### config.mk
export PLATFORM = sky130hd
export DESIGN_NAME = board_store
export DESIGN_NICKNAME = d
export VERILOG_FILES = /design/src/rtl/polytris_pkg.sv /design/src/rtl/row_full_detect.sv /design/src/rtl/board_store.sv
export SDC_FILE = /design/constraint.sdc
export NUM_CORES = 2
export LEC_CHECK = 0
export CORE_AREA = 5 5 417 419
export DETAILED_ROUTE_END_ITERATION = 8
export DIE_AREA = 0 0 422 424
export SLEW_MARGIN = 20
export SYNTH_ARGS = -nofsm -noshare
export SYNTH_HDL_FRONTEND = slang
export SYNTH_HIERARCHICAL = 1
export SYNTH_SLANG_ARGS = --single-unit
export TNS_END_PERCENT = 1
### constraint.sdc
create_clock -name CLK -period 83.7 [get_ports CLK]
set_clock_uncertainty 0.05 [all_clocks]
set_input_delay 12.555 -clock CLK [delete_from_list [all_inputs] [get_ports CLK]]
set_output_delay 12.555 -clock CLK [all_outputs]
set_load 0.1 [all_outputs]
### src/rtl/polytris_pkg.sv
// Shared board geometry, row type and FSM states for the playfield store and line checks.
package polytris_pkg;

    localparam int BOARD_ROWS = 30;
    localparam int BOARD_COLS = 16;
    localparam int CELL_BITS  = 2;

    typedef logic [31:0] row_t;

    typedef enum logic [1:0] {
        IDLE,
        SHIFT,
        ZERO
    } store_state_e;

    // A row is full when no cell reads as empty (both cell bits zero).
    function automatic logic row_full(row_t r);
        logic full;
        full = 1'b1;
        for (int c = 0; c < BOARD_COLS; c++) begin
            full &= |r[c*CELL_BITS +: CELL_BITS];
        end
        return full;
    endfunction

endpackage

### src/rtl/row_full_detect.sv
// Per-row full-line reduction; one instance per board row.
module row_full_detect
    import polytris_pkg::*;
(
    input  row_t row,
    output logic full
);

    assign full = row_full(row);

endmodule

### src/rtl/board_store.sv
// Playfield RAM responder: row read/write port, full-row detection and row collapse FSM.
// Optional LINE_COUNT_EN adds a saturating LINES_CLEARED counter.
module board_store
    import polytris_pkg::*;
#(
    parameter int ROWS     = BOARD_ROWS,
    parameter int ROW_BITS = 32,
    parameter int ADDR_W   = 11
) (
    input  logic                CLK,
    input  logic                RESET,
    input  logic [ADDR_W-1:0]   RAM_ROW_ADDR,
    input  logic                RAM_WE,
    input  logic                RAM_RE,
    input  logic [ROW_BITS-1:0] RAM_WRITEDATA,
    input  logic                CLEAR_REQ,
    input  logic [4:0]          CLEAR_ROW,
    input  logic                CLEAR_ALL,
    output logic [ROW_BITS-1:0] RAM_READDATA,
    output logic                RAM_RVALID,
    output logic [ROW_BITS-1:0] BOARD_DATA [ROWS],
    output logic [ROWS-1:0]     FULL_ROWS,
    output logic                BUSY,
    output logic                REQ_DROP
`ifdef LINE_COUNT_EN
    ,
    output logic [15:0]         LINES_CLEARED
`endif
);

    localparam int IDX_W = $clog2(ROWS);

    logic [ROW_BITS-1:0] rows_q [ROWS];
    logic [ROW_BITS-1:0] rows_d [ROWS];
    store_state_e        state_q, state_d;
    logic [4:0]          ptr_q, ptr_d;
    logic [ROW_BITS-1:0] rdata_q, rdata_d;
    logic                rvalid_q, rvalid_d;
    logic                drop_q, drop_d;
    logic [IDX_W-1:0]    idx;
    logic                addr_ok;
    logic                clr_ok;
`ifdef LINE_COUNT_EN
    logic [15:0]         lines_q, lines_d;
`endif

    assign idx     = RAM_ROW_ADDR[IDX_W-1:0];
    assign addr_ok = RAM_ROW_ADDR < ADDR_W'(ROWS);
    assign clr_ok  = {1'b0, CLEAR_ROW} < 6'(ROWS);

    always_comb begin
        rows_d   = rows_q;
        state_d  = state_q;
        ptr_d    = ptr_q;
        rdata_d  = rdata_q;
        rvalid_d = 1'b0;
        drop_d   = 1'b0;
`ifdef LINE_COUNT_EN
        lines_d  = lines_q;
`endif
        if (CLEAR_ALL) begin
            // Wipe overrides everything; same-cycle requests vanish silently.
            for (int i = 0; i < ROWS; i++) begin
                rows_d[i] = '0;
            end
            state_d = IDLE;
            ptr_d   = '0;
`ifdef LINE_COUNT_EN
            lines_d = '0;
`endif
        end else begin
            case (state_q)
                IDLE: begin
                    if (RAM_WE) begin
                        if (addr_ok) rows_d[idx] = RAM_WRITEDATA;
                        else         drop_d = 1'b1;
                    end
                    // Reads sample rows_q, so a same-cycle write returns the old row.
                    if (RAM_RE) begin
                        if (addr_ok) begin
                            rdata_d  = rows_q[idx];
                            rvalid_d = 1'b1;
                        end else begin
                            drop_d = 1'b1;
                        end
                    end
                    if (CLEAR_REQ) begin
                        if (clr_ok) begin
                            ptr_d   = CLEAR_ROW;
                            state_d = (CLEAR_ROW == 5'd0) ? ZERO : SHIFT;
`ifdef LINE_COUNT_EN
                            if (lines_q != 16'hFFFF) lines_d = lines_q + 16'd1;
`endif
                        end else begin
                            drop_d = 1'b1;
                        end
                    end
                end
                SHIFT: begin
                    rows_d[ptr_q] = rows_q[ptr_q - 5'd1];
                    ptr_d         = ptr_q - 5'd1;
                    if (ptr_q == 5'd1) state_d = ZERO;
                    drop_d        = RAM_WE | RAM_RE | CLEAR_REQ;
                end
                ZERO: begin
                    rows_d[0] = '0;
                    state_d   = IDLE;
                    drop_d    = RAM_WE | RAM_RE | CLEAR_REQ;
                end
                default: state_d = IDLE;
            endcase
        end
    end

    always_ff @(posedge CLK or posedge RESET) begin
        if (RESET) begin
            for (int i = 0; i < ROWS; i++) begin
                rows_q[i] <= '0;
            end
            state_q  <= IDLE;
            ptr_q    <= '0;
            rdata_q  <= '0;
            rvalid_q <= 1'b0;
            drop_q   <= 1'b0;
`ifdef LINE_COUNT_EN
            lines_q  <= '0;
`endif
        end else begin
            rows_q   <= rows_d;
            state_q  <= state_d;
            ptr_q    <= ptr_d;
            rdata_q  <= rdata_d;
            rvalid_q <= rvalid_d;
            drop_q   <= drop_d;
`ifdef LINE_COUNT_EN
            lines_q  <= lines_d;
`endif
        end
    end

    for (genvar r = 0; r < ROWS; r++) begin : g_full
        row_full_detect u_full (
            .row  (rows_q[r]),
            .full (FULL_ROWS[r])
        );
    end

    assign BOARD_DATA   = rows_q;
    assign RAM_READDATA = rdata_q;
    assign RAM_RVALID   = rvalid_q;
    assign BUSY         = (state_q != IDLE);
    assign REQ_DROP     = drop_q;
`ifdef LINE_COUNT_EN
    assign LINES_CLEARED = lines_q;
`endif

endmodule

==> metrics.txt <==
synth unique cells=53; commonest non-fill, non-tap cell in the layout=nand2_1; DRC=4; DR pass1 iterations=9; status=finished, violations left; DRT iter0 DRCs=12800; flop and latch count out of synthesis=1001; Period minus WS final=about 17 ns; GRT Util Overall=0.445; FP Rows=about 150; routability congestion estimate=between 1 and 1.5; # setup viols final=0; Async SR Flop Fraction=1.00; final layout net count=between 6000 and 7000; # IOs=roughly 1100; grt ovf=0; arrival time at the worst endpoint=approximately 17 ns; area grow syn2layout=28.6%; starting density of the core=0.340; Setup CP Type=input pin to register; Mapped Cells=5804; number of port buffers=1078; Slew Limit Fails=0; Least-Margin Pin Slew=~1.2 ns; Tcrit/Tclk final=0.197; Slew HR=0.171; core area=roughly 170000 µm²; Die Height=about 420 µm; total routed wirelength=415 mm; final hold viol count=0; Worst Setup End Kind=register; first-pass GRT wire length=around 550 mm; largest net degree at the start of global routing=approximately 170; post-CTS resize count=0; fill count=~16000; Die W=around 420 µm; Die Area=179000 µm²; Max Clk Rate=a little over 60 MHz; mapped cell area=~58000 µm²; DP Wirelength=~300 mm; maxcap violations=0; WL/cell=about 47 µm; worst reg2reg path endpoint=BOARD_DATA[624]; # hold bufs at CTS=0; clock buffer depth=3; worst reg-to-reg path cell count=11; Critical R2R Launch=ptr_q[0]; Vias=between 60000 and 70000; worst hold path cell count=1; clk_lat worst skew=approximately 0.8 ns; vias in the first global route=just under 60000; Synthesized Nets=5867; final antenna-violating net count=0; setup TNS=0 ns; Post-Syn Area per Cell=9.97 µm²; CTS tree=done; Synthesis Warnings=6; WP data required=~84 ns; Hold Crit Class=register to register; initial antenna violation count=24; Setup Fix Bufs, Post-CTS=0; layout cells sized above 1=0.163; CTS root buffer=clkbuf_16; CTS H-tree depth=3; prevailing post-synth register cell=dfrtp_1; r2r setup slk=between 70 and 80 ns; routed vias/inst=roughly 7.3; failing checks=design-rule violations; CP max FO=32; Worst Hold End=RAM_READDATA[31]; RSZ-0062 raised after global routing=false; Reg clk slew, reported paths=about 0.06 ns; Seq/Total Area, Yosys=0.433; CTS Buf Count=~120; # clock sinks=~1000; number of flops mapped to enable cells by yosys=0; crit start category=input pin; Hold Startpoint=RAM_READDATA[31]; most frequent cells in the layout=nand2_1 (1429), dfrtp_1 (1000), clkdlybuf4s50_1 (886)
## flip-flops by register name, indices dropped and copies added, names as in the netlist
signal        flops
ptr_q             5
BOARD_DATA      960
REQ_DROP          1
RAM_RVALID        1
state_q           2
RAM_READDATA     32
## synthesized netlist by cell type (6+ instances only)
library cell,count,area (µm²)
a21o_1,32,240
a21oi_1,8,40.0
a221oi_1,32,280
a222oi_1,62,621
a22o_1,34,298
a22oi_1,66,495
a31oi_1,67,419
a41o_1,33,330
and3_1,9,56.3
and4_1,30,263
buf_1,52,195
buf_2,82,410
clkbuf_1,549,2060
dfrtp_1,1001,25000
ha_1,9,113
inv_1,9,33.8
mux2_2,33,372
mux4_2,384,8650
nand2_1,1455,5460
nand3_1,198,991
nand3b_1,6,45.0
nor2_1,143,537
nor2b_1,6,37.5
nor3_1,8,40.0
o21ai_0,384,1920
o21ai_1,31,155
o221ai_1,768,6730
o22ai_1,263,1650
## critical path: stages
cell and delay [ns]:
clkdlybuf4s50_1 0.78, nand4_1 0.37, a41oi_1 0.45, nor2_4 0.24
buf_4 0.58, and3_1 0.69, nand2_2 0.84, o221ai_1 0.51
## worst max path at each step
stage / depth (start not counted) / startpoint / slack [ns] / to
finish: 8 / RAM_ROW_ADDR[4] / 67.19 / BOARD_DATA[524]
global route: 10 / RAM_ROW_ADDR[0] / 66.97 / RAM_READDATA[13]
CTS: 10 / RAM_ROW_ADDR[0] / 67.21 / RAM_READDATA[13]
detailed placement: 10 / RAM_ROW_ADDR[0] / 66.42 / RAM_READDATA[13]
global placement: 10 / RAM_ROW_ADDR[0] / 66.50 / RAM_READDATA[13]
floorplan: 1 / RESET / 42.93 / BOARD_DATA[0]
## layer usage
metal,track usage,vias to the layer above,part of all wire
met4,0.382,12,0.12
met2,0.646,6380,0.42
met5,0,-,0.00017
met3,0.169,1553,0.14
li1,-,24100,-
met1,0.517,32600,0.33
## stage by stage
| step | utilization | hold WS, ns | cells | instance area [µm²] | setup WS (ns) |
|---|---|---|---|---|---|
| final | 0.437 | 0.426 | 8847 | 74500 | 67.19 |
| after global routing | 0.437 | 0.456 | 8838 | 74400 | 66.97 |
| after CTS | 0.437 | 0.432 | 8834 | 74500 | 67.21 |
| after detailed placement | 0.413 | 0.417 | 8617 | 70300 | 66.42 |
| after global placement | 0.413 | 0.415 | 8613 | 70300 | 66.50 |
| after floorplan | - | 0.495 | 5804 | 57900 | 42.93 |
## layout make-up
cell class                 count  area (µm²)  share of cell area
clock inverter                38         579             0.00778
multi-input combinational   4111       30600               0.411
inverter                       9        41.3            0.000554
timing repair buffer        1266       11700               0.158
tap                         2233        2790              0.0375
antenna                       10        25.0            0.000336
clock buffer                 179        3620              0.0486
sequential                  1001       25100               0.336
## kinds of logic after synthesis
family,share of synthesized area
muxes,0.156
adders and majority gates,0.00195
AOI/OAI and AO/OA,0.230
DFF,0.433
and+or+nand+nor,0.132
buffers and inverters,0.0466
xor gates and xnor gates,0.000605
Power is not shown: default switching activity piles up to over one toggle a cycle in this logic, so the estimate is an artifact.
